==> src/rtl/quad_step_decoder.sv <==
// Quadrature encoder decoder: synchronizes and filters A/B, emits one-cycle up/down strobes,
// mirrors position/direction and keeps a sticky illegal-transition flag. QUAD_INDEX_EN adds enc_z.
module quad_step_decoder #(
    parameter int SYNC_STAGES = 2,
    parameter int FILTER_LEN  = 4,
    parameter int POS_WIDTH   = 4
) (
    input  logic                 clk,
    input  logic                 reset,
    input  logic                 enc_a,
    input  logic                 enc_b,
`ifdef QUAD_INDEX_EN
    input  logic                 enc_z,
`endif
    input  logic                 enable,
    input  logic                 err_clr,
    output logic                 up,
    output logic                 down,
    output logic [POS_WIDTH-1:0] position,
    output logic                 dir,
    output logic                 err
);

`ifdef QUAD_INDEX_EN
    localparam int NCH = 3;
`else
    localparam int NCH = 2;
`endif
    localparam int CW = $clog2(FILTER_LEN + 1);
    localparam int IW = $clog2(SYNC_STAGES + 1);

    typedef enum logic {S_INIT, S_TRACK} state_t;

    state_t                              state_q, state_d;
    logic [IW-1:0]                       init_cnt_q, init_cnt_d;
    logic [SYNC_STAGES-1:0][NCH-1:0]     sync_q, sync_d;
    logic [NCH-1:0][CW-1:0]              cnt_q, cnt_d;
    logic [NCH-1:0]                      filt_q, filt_d;
    logic [NCH-1:0]                      prev_q, prev_d;
    logic                                up_q, up_d;
    logic                                down_q, down_d;
    logic [POS_WIDTH-1:0]                pos_q, pos_d;
    logic                                dir_q, dir_d;
    logic                                err_q, err_d;

    logic [NCH-1:0] raw;
    logic [NCH-1:0] synced;
    logic [1:0]     delta;
    logic           err_set;

    // Channel bit order: [1]=A, [0]=B, [2]=Z when present.
`ifdef QUAD_INDEX_EN
    assign raw = {enc_z, enc_a, enc_b};
`else
    assign raw = {enc_a, enc_b};
`endif
    assign synced = sync_q[SYNC_STAGES-1];

    // Gray {A,B} to a 2-bit phase: 00->0, 01->1, 11->2, 10->3.
    function automatic logic [1:0] phase_of(input logic [1:0] g);
        return {g[1], g[1] ^ g[0]};
    endfunction

    always_comb begin
        state_d    = state_q;
        init_cnt_d = init_cnt_q;
        cnt_d      = cnt_q;
        filt_d     = filt_q;
        prev_d     = prev_q;
        up_d       = 1'b0;
        down_d     = 1'b0;
        pos_d      = pos_q;
        dir_d      = dir_q;
        err_set    = 1'b0;
        delta      = phase_of(filt_q[1:0]) - phase_of(prev_q[1:0]);
        sync_d[0]  = raw;
        for (int i = 1; i < SYNC_STAGES; i++) begin
            sync_d[i] = sync_q[i-1];
        end

        case (state_q)
            S_INIT: begin
                // Chains hold reset values until SYNC_STAGES samples have shifted through.
                if (init_cnt_q == IW'(SYNC_STAGES)) begin
                    state_d = S_TRACK;
                    filt_d  = synced;
                    prev_d  = synced;
                end else begin
                    init_cnt_d = init_cnt_q + IW'(1);
                end
            end
            default: begin
                for (int c = 0; c < NCH; c++) begin
                    if (synced[c] != filt_q[c]) begin
                        if (cnt_q[c] == CW'(FILTER_LEN - 1)) begin
                            filt_d[c] = synced[c];
                            cnt_d[c]  = '0;
                        end else begin
                            cnt_d[c] = cnt_q[c] + CW'(1);
                        end
                    end else begin
                        cnt_d[c] = '0;
                    end
                end
                prev_d = filt_q;
                case (delta)
                    2'd1: if (enable) begin
                        up_d  = 1'b1;
                        pos_d = pos_q + POS_WIDTH'(1);
                        dir_d = 1'b1;
                    end
                    2'd3: if (enable) begin
                        down_d = 1'b1;
                        pos_d  = pos_q - POS_WIDTH'(1);
                        dir_d  = 1'b0;
                    end
                    2'd2:    err_set = 1'b1;
                    default: ;
                endcase
`ifdef QUAD_INDEX_EN
                if (filt_q[2] && !prev_q[2]) begin
                    pos_d = '0;
                end
`endif
            end
        endcase

        err_d = err_set | (err_q & ~err_clr);
    end

    always_ff @(posedge clk) begin
        if (!reset) begin
            state_q    <= S_INIT;
            init_cnt_q <= '0;
            sync_q     <= '0;
            cnt_q      <= '0;
            filt_q     <= '0;
            prev_q     <= '0;
            up_q       <= 1'b0;
            down_q     <= 1'b0;
            pos_q      <= '0;
            dir_q      <= 1'b0;
            err_q      <= 1'b0;
        end else begin
            state_q    <= state_d;
            init_cnt_q <= init_cnt_d;
            sync_q     <= sync_d;
            cnt_q      <= cnt_d;
            filt_q     <= filt_d;
            prev_q     <= prev_d;
            up_q       <= up_d;
            down_q     <= down_d;
            pos_q      <= pos_d;
            dir_q      <= dir_d;
            err_q      <= err_d;
        end
    end

    assign up       = up_q;
    assign down     = down_q;
    assign position = pos_q;
    assign dir      = dir_q;
    assign err      = err_q;

endmodule

==> config.mk <==
export PLATFORM = sky130hd
export DESIGN_NAME = quad_step_decoder
export DESIGN_NICKNAME = d
export VERILOG_FILES = /design/src/rtl/quad_step_decoder.sv
export SDC_FILE = /design/constraint.sdc
export NUM_CORES = 1
export LEC_CHECK = 0
export ABC_AREA = 1
export ABC_CLOCK_PERIOD_IN_PS = 2300
export CAP_MARGIN = 20
export CORE_MARGIN = 5
export CORE_UTILIZATION = 53
export DETAILED_ROUTE_END_ITERATION = 7
export HOLD_SLACK_MARGIN = 0.08
export PLACE_DENSITY_LB_ADDON = 0.08
export SLEW_MARGIN = 10
export SYNTH_ARGS = -nofsm -noshare
export SYNTH_HDL_FRONTEND = slang
export SYNTH_SLANG_ARGS = --single-unit
==> constraint.sdc <==
create_clock -name clk -period 2.3 [get_ports clk]
set_input_delay 0.345 -clock clk [delete_from_list [all_inputs] [get_ports clk]]
set_output_delay 0.345 -clock clk [all_outputs]
set_load 0.01 [all_outputs]
# After elaboration in Yosys (flattened, before gate mapping)
# Index checks and enable logic that the tools add are counted.
[word_totals]
register_bits = 25
inputBits = 6
output_inout_bits = 8
[classes]
n_addsub = 6
eq_ne = 14
mux = 22
n_bitwise = 7
n_reduce_logical = 8
[op_table]
columns = ["cell", "count"]
rows = [
  ["3-bit two-way mux", 4],
  ["3-bit AND reduction", 4],
  ["1-bit two-way mux", 11],
  ["4-bit two-way mux", 2],
  ["2-bit by 1-bit != test with 1-bit output, second input constant", 4],
  ["4-bit one-hot mux with 2 select lines", 1],
  ["3-bit by 1-bit adder with 3-bit output, second input constant", 2],
  ["2-bit == test, second input constant", 3],
  ["3-bit by 2-bit == test with 1-bit output, second input constant", 2],
  ["2-bit two-way mux", 3],
  ["4-bit by 1-bit adder with 4-bit output, second input constant", 1],
  ["2-bit != test, second input constant", 2],
  ["4-bit AND reduction", 1],
  ["2-bit nonzero test", 2],
  ["4-bit by 1-bit subtractor with 4-bit output, second input constant", 1],
  ["1-bit inverter", 3],
  ["2-bit by 1-bit adder with 2-bit output, second input constant", 1],
  ["2-bit by 1-bit == test with 1-bit output, second input constant", 1],
  ["1-bit != test", 2],
  ["1-bit one-hot mux with 2 select lines", 1],
  ["2-bit AND reduction", 1],
  ["2-bit subtractor", 1],
  ["1-bit XOR", 2],
  ["1-bit AND", 1],
  ["1-bit OR", 1],
]

# Longest topological paths before layout
# Gate-level depths: netlist (run 1).
[depth]
word_depth = 6
ltp_mapped = 14
mapped_depth_nobuf = 14

# Worst setup path before layout (run 1)
# OpenSTA, ideal clock, no wires.
[synth_path]
kind = "register to register"
from = "reg filt_q[1]"
to = "reg pos_q[2] (netlist: position[2])"
arrival_ns = 1.698
required_time_ns = 2.186
path_slack_ns = 0.488
path_stages_with_launch = 13
period_less_slack_ns = 1.812
path_cell_list = "dfxtp_1 xnor2_1 ha_1 inv_1 nand4_2 nand2_1 inv_2 ha_1 inv_1 nand2_1 xnor2_1 o21ai_1 inv_1"
[synth_via]
elab_chain_cells = 5
[synth_lines]
columns = ["item", "line_no", "text"]
rows = [
  ["from (decl)", "38", "logic [NCH-1:0] filt_q, filt_d;"],
  ["from (signal assigned)", "149", "filt_q <= filt_d;"],
  ["1-bit XOR", "61", "return {g[1], g[1] ^ g[0]};"],
  ["2-bit subtractor (*)", "75", "delta = phase_of(filt_q[1:0]) - phase_of(prev_q[1:0]);"],
  ["2-bit by 1-bit == test with 1-bit output / 2-bit == test (equally long branches)", "106", "case (delta)"],
  ["2-bit != test (no line) / 2-bit nonzero test (equally long branches)", "-", ""],
  ["4-bit AND reduction (no line)", "-", ""],
  ["to (signal assigned)", "153", "pos_q <= pos_d;"],
  ["to (decl)", "42", "logic [POS_WIDTH-1:0] pos_q, pos_d;"],
]
# Mark *: on every way between the ends. The rest lies on a longest branch, timed or not.
# A chain may end at the register's enable or synchronous reset.

# Worst setup path in the final report (run 1)
# Ends and elaborated chain as after synthesis.

==> flow_summary_export.csv, run 1 <==
group,metric,value,unit
run_status,outcome,"completed",
power,p_per_area,1060,nW/um^2
synth,synth.cells.most_frequent,"inv_1, dfxtp_1, nand2_1",
worst_setup_path,cpMaxStageDelayCell,"dfxtp_1",
power,internal_power,829,uW
layout,n_fill_cell,193,
sta,report.final.slew_viol_count,0,
synth,ys_ff_latch,25,
power,p_leak,0.633,nW
sta,fin_tns_setup,0,ns
worst_setup_path,path_class,"flip-flop to flip-flop",
layout,multi_input_area,532,um^2
synth,yosys.area.top_type,"dfxtp_1",
worst_hold_path,min_path_type,"flip-flop to flip-flop",
die,initial_core_util,0.540,
die,rows,17,
layout,diodes,0,
clock_network,cts_sinks,25,
grt,grt_overflow,0,
layout,instances_no_fill,196,
placement,gp_congestion,0.816,
worst_setup_path,path_delay_family,"adder cells",
die,die_h,56.8,um
power,p_sw,597,uW
synth,synthAdderAreaFrac,0.0539,
synth,yosysSeqAreaShare,0.431,
synth,synth_edf_count,0,
synth,syn-num-nets,164,
worst_setup_path,cp_max_fo,5,
worst_hold_path,hold_start,"sync_d[3]$_SDFF_PN0_",
die,fp.dieW,56.8,um
clock_network,path_clk_slew,0.13,ns
routing,drcViolationCount,0,
grt,grt_pass1_wl,3890,um
synth,synth_top_area_frac,0.431,
routing,vias,977,
worst_setup_path,rr_startpoint,"filt_q[1]$_SDFFE_PN0P_",
worst_setup_path,crit_required,2.53,ns
sta,hold_viol_final,0,
sta,clock.fmax,523,MHz
clock_network,post_cts_resized,0,
clock_network,clockBufferDepth,2,
power,pwr-share-comb,0.458,
grt,grt_pass1_vias,898,
layout,syn2layout_area_growth,16.2,%
power,total_power,1.43,mW
routing,ant_nets,0,
worst_setup_path,max_stage_delay,0.45,ns
synth,synth_area_leaders,"dfxtp_1, inv_1, nand2_1, a21oi_1, ha_1",
synth,synth.most_common_cell,"inv_1",
sta,fin_crit,1.91,ns
synth,synth_compound_area_frac,0.147,
layout,drive_above_1_share,0.0833,
clock_network,cts_tree,"done",
worst_setup_path,cpMostUsedCell,"inv_1",
synth,synth_xor_area_frac,0.0453,
placement,io_buffers,13,
layout,nets,180,
grt,grt_use_total,0.149,
synth,synth_area_per_cell,7.58,um^2
clock_network,cts_root_buf,"clkbuf_4",
placement,dp_cells,192,
power,ir_drop,0.562,mV
power,netSwitchingFraction,0.419,
clock_network,cts.hold.buffers_added,0,
sta,setup_violations,0,
job,cap_viol_max_count,0,
sta,fin_crit_sh,0.832,
synth,netlist_instances,153,
routing,routed_wl,2110,um
synth,synth-simple-area-share,0.213,
placement,dp_hpwl,1610,um
worst_setup_path,cp-start-kind,"flip-flop",
sta,finClkSkew,0.0140,ns
synth,ys_warn_count,0,
grt,grt_max_degree,17,
clock_network,clk_latency,0.32,ns
synth,ys_types,26,
sta,hold_ws,0.428,ns
worst_setup_path,startpoint,"filt_q[1]$_SDFFE_PN0P_",
power,share_seq_of_total_power,0.409,
clock_network,post_cts_buffers,0,
routing,drtIter0Drc,15,
synth,synth_top_family_by_area,"simple AND/OR/NAND/NOR gates",
worst_setup_path,critPathBufInv,4,
synth,synth_ff_type,"dfxtp_1",
synth,synthArstFlopShare,0,
sta,rsz0062_at_grt,"false",
routing,routed_via_density,4.98,
die,die-area,3220,um^2
worst_setup_path,cp-end-kind,"flip-flop",
worst_setup_path,worstPathArrival,2.15,ns
power,clkPwrFrac,0.134,
routing,wl_per_cell,10.8,um
layout,regArea,500,um^2
synth,synthMuxAreaShare,0,
synth,synth.cell_area,1160,um^2
die,coreArea,2150,um^2
sta,max_slew.worst_pin.slew,0.426,ns
die,num_io_pins,14,
grt,antenna_found_initial,0,
routing,first_pass_iters,4,
clock_network,numCtsBuffers,3,
worst_setup_path,crit_path_cell_trace,"xnor2_1 -> ha_1 -> inv_1 -> nand4_2 -> nand2_1 -> inv_2 -> ha_1 -> inv_1 -> nand2_1 -> xnor2_1 -> o21ai_1 -> inv_1",
clock_network,cts_max_level,1,
sta,relSlewSlack,0.716,
-- area by class of cell --
type | count | share of cell area
Clock buffer | 4 | 0.0195
Inverter | 31 | 0.0864
Multi-Input combinational cell | 94 | 0.395
Sequential cell | 25 | 0.371
Tap cell | 28 | 0.0260
Timing Repair Buffer | 14 | 0.102
-- layout by cell type (no fill, tap or decap), types with 2 or more instances in the layout --
master / count
nand2_2: 4
clkdlybuf4s50_1: 13
xor2_1: 3
o21ai_0: 10
clkbuf_4: 3
a21oi_1: 14
inv_2: 2
xnor2_1: 3
dfxtp_1: 25
nand3_2: 2
inv_1: 28
nand3_1: 7
nand2_1: 23
nor2_1: 12
ha_1: 5
-- cell families after synthesis --
family,count (synthesis)
xor gates and xnor gates,6
buffers and inverters,34
adders and majority gates,5
AOI/OAI and AO/OA,31
and+or+nand+nor,52
DFF,25
-- metrics by stage --
step | setup WS, ns | cell area [um^2] | utilization
global route | 0.189 | 1350 | 0.627
global placement | 0.430 | 1320 | 0.615
CTS | 0.366 | 1350 | 0.627
floorplan | 0.488 | 1160 | -
finish | 0.387 | 1350 | 0.627
detailed placement | 0.370 | 1320 | 0.615
-- layer usage --
layer / track usage / share of wire
met1: 0.201 / 0.49
met4: 0.0497 / 0.012
met3: 0.0276 / 0.045
met2: 0.239 / 0.45
met5: 0 / 0
-- final timing paths --
check             slack [ns]                  endpoint  depth (start not counted)
hold / removal          0.43      synced[1]$_SDFF_PN0_                          2
hold reg to reg         0.43      synced[1]$_SDFF_PN0_                          2
setup / recovery        0.39  position[2]$_SDFFE_PN0P_                         12
setup reg to reg        0.39  position[2]$_SDFFE_PN0P_                         12
-- power groups by stage --
| stage | registers, mW | logic, mW | clock network (mW) |
|---|---|---|---|
| after floorplan | 0.578 | 0.521 | 0 |
| after global placement | 0.589 | 0.635 | 0 |
| after detailed placement | 0.594 | 0.656 | 0 |
| after CTS | 0.584 | 0.663 | 0.195 |
| after global routing | 0.599 | 0.751 | 0.211 |
| final | 0.583 | 0.653 | 0.191 |
-- sequential cells by signal (all words and copies together), names as in the netlist --
signal and count:
synced 2, init_cnt_q 2, position 4, prev_q 2
err 1, state_q 1, filt_q 2, dir 1
down 1, cnt_q 6, sync_d 2, up 1
-- tightest hold or removal path, cell delays in order (launching register included) --
cell and delay, ns:
dfxtp_1 0.32, nand2_1 0.05, inv_1 0.03
Note: power is estimated with default switching activity, not from simulation.
==> run 2: changes to the inputs <==
- ABC_CLOCK_PERIOD_IN_PS: 2300 -> 1800
- clock period: 2.3 -> 1.8 ns (I/O delays scaled with it)
==> run 2 against run 1 <==
Effect of this change: the run now ends with negative setup slack left; setup slack got worse by 0.40 ns; critical path depth increased by 1; sequential share of layout area fell by 3.1 points; via count grew 4.6%; clock-buffer cell count unchanged.
==> flow_summary_export.csv, run 2 (synthesis gave the netlist of run 1 again) <==
group,metric,value,unit
layout,largest_register,"cnt_q",
clock_network,clk_latency,0.31,ns
sta,setup_violations,1,
sta,hold_viol_final,0,
layout,final_cell_mix,"inv_1, dfxtp_1, nand2_1, a21oi_1, clkdlybuf4s50_1",
run_status,outcome,"finished, violations left",
grt,grt_pass1_vias,975,
die,rows,17,
sta,report.final.slew_viol_count,0,
sta,fin_tns_setup,-0.0114,ns
placement,gp_congestion,0.754,
layout,nets,189,
layout,finish.utilization,0.689,
layout,largest_register_ffs,6,
die,die_h,56.8,um
worst_setup_path,rr_startpoint,"prev_q[0]$_SDFFE_PN0N_",
sta,fin_crit,1.81,ns
layout,diodes,0,
routing,drcViolationCount,0,
routing,routed_wl,2410,um
worst_setup_path,path_class,"flip-flop to flip-flop",
clock_network,clockBufferDepth,2,
layout,drive_above_1_share,0.192,
worst_setup_path,cp_max_fo,4,
power,p_per_area,1470,nW/um^2
placement,place_ws,-0.0172,ns
sta,clock.fmax,552,MHz
worst_setup_path,worstPathArrival,2.03,ns
clock_network,cts_sinks,25,
power,ir_drop,0.815,mV
clock_network,cts_root_buf,"clkbuf_4",
sta,max_slew.worst_pin.slew,0.430,ns
placement,dp_hpwl,1660,um
routing,first_pass_iters,4,
worst_setup_path,path_delay_family,"adder cells",
sta,finClkSkew,0.00389,ns
clock_network,path_clk_slew,0.13,ns
die,num_io_pins,14,
worst_setup_path,reg2reg_slack,-0.01,ns
layout,final_cell_area,1480,um^2
grt,grt_pass1_wl,3950,um
run_status,violations,"negative setup slack",
worst_setup_path,crit_path_cell_trace,"xor2_1 -> ha_2 -> inv_4 -> nand3_4 -> nand2_2 -> nand2_2 -> inv_2 -> ha_4 -> inv_2 -> nand2_2 -> xnor2_1 -> o21ai_1 -> inv_1",
die,fp.dieW,56.8,um
sta,fin_ws,-0.0114,ns
placement,place_area,1360,um^2
routing,vias,1022,
layout,layout_commonest_cell,"inv_1",
worst_setup_path,cp.depth,13,
worst_setup_path,cpMaxStageDelayCell,"dfxtp_2",
worst_setup_path,reg2reg_depth,13,
grt,antenna_found_initial,0,
worst_setup_path,max_stage_delay,0.35,ns
placement,io_buffers,13,
worst_setup_path,cp-end-kind,"flip-flop",
die,die-area,3220,um^2
layout,syn2layout_area_growth,27.6,%
routing,drtIter0Drc,27,
worst_setup_path,reg2reg_to,"position[2]$_SDFFE_PN0P_",
routing,routed_via_density,4.99,
placement,dp_cells,197,
grt,grt_overflow,0,
worst_setup_path,cp-start-kind,"flip-flop",
routing,wl_per_cell,11.8,um
sta,fin_crit_sh,1.01,
job,cap_viol_max_count,0,
clock_network,cts.hold.buffers_added,0,
worst_hold_path,holdPathStages,2,
routing,ant_nets,0,
power,p_leak,0.668,nW
worst_setup_path,crit_required,2.02,ns
die,initial_core_util,0.540,
worst_hold_path,hold_start,"sync_d[2]$_SDFF_PN0_",
sta,hold_ws,0.426,ns
layout,instances_no_fill,205,
die,coreArea,2150,um^2
clock_network,cts_max_level,1,
worst_hold_path,min_path_type,"flip-flop to flip-flop",
sta,relSlewSlack,0.713,
clock_network,numCtsBuffers,3,
power,total_power,2.18,mW
grt,grt_max_degree,17,
worst_setup_path,cpMostUsedCell,"nand2_2",
sta,rsz0062_at_grt,"true",
grt,grt_use_total,0.153,
worst_hold_path,holdPathEnd,"synced[0]$_SDFF_PN0_",
clock_network,cts_tree,"done",
worst_setup_path,critPathBufInv,4,
## run 2: cell count changes in the layout (fill, tap and decap cells not counted), moves of 2 or more
| cell | change |
|---|---|
| nand2_2 | +3 |
| ha_1 | -2 |
| nand3_4 | +2 |
| nand2_1 | -3 |
| dfxtp_2 | +3 |
| inv_2 | +2 |
| inv_1 | -3 |
| dfxtp_1 | -3 |
| buf_4 | +8 |
| nand3_2 | -2 |
## run 2: where the power goes
part	leakage, nW	internal (mW)	switching, mW
Clock	0.0150	0.0864	0.153
Combinational	0.448	0.513	0.686
Sequential	0.205	0.660	0.0792
## run 2: how the worst max path moves through the flow
stage                                start                        to  slack [ns]
floorplan           filt_q[1]$_SDFFE_PN0P_  position[2]$_SDFFE_PN0P_        0.03
global placement    prev_q[0]$_SDFFE_PN0N_  position[2]$_SDFFE_PN0P_        0.05
detailed placement  prev_q[0]$_SDFFE_PN0N_  position[2]$_SDFFE_PN0P_       -0.02
CTS                 prev_q[0]$_SDFFE_PN0N_  position[2]$_SDFFE_PN0P_       0.005
global route        prev_q[1]$_SDFFE_PN0N_  position[2]$_SDFFE_PN0P_       -0.13
finish              prev_q[0]$_SDFFE_PN0N_  position[2]$_SDFFE_PN0P_       -0.01
## run 2: layout make-up
class	count	area, um^2
Multi-Input combinational cell	94	578
Sequential cell	25	504
Inverter	31	119
Tap cell	28	35.0
Timing Repair Buffer	23	218
Clock buffer	4	26.3
Fill cell	176	668
## run 2: timing repair
action	CTS	global route
setup buffers	1	3
pin swaps	4	10
hold endpoints to repair	0	0
setup endpoints to repair	1	4
gates resized for setup	10	6
## run 2: layer usage
| layer | part of all wire | up-vias | global-route usage |
|---|---|---|---|
| met5 | 0 | - | 0 |
| met4 | 0.0079 | 0 | 0.0695 |
| met3 | 0.032 | 2 | 0.0322 |
| met2 | 0.47 | 13 | 0.252 |
| met1 | 0.49 | 476 | 0.191 |
| li1 | - | 531 | - |
## run 2: tightest hold or removal path, stage by stage (launching register included)
cell and delay [ns]:
dfxtp_1 0.32, nand2_1 0.05, inv_1 0.03
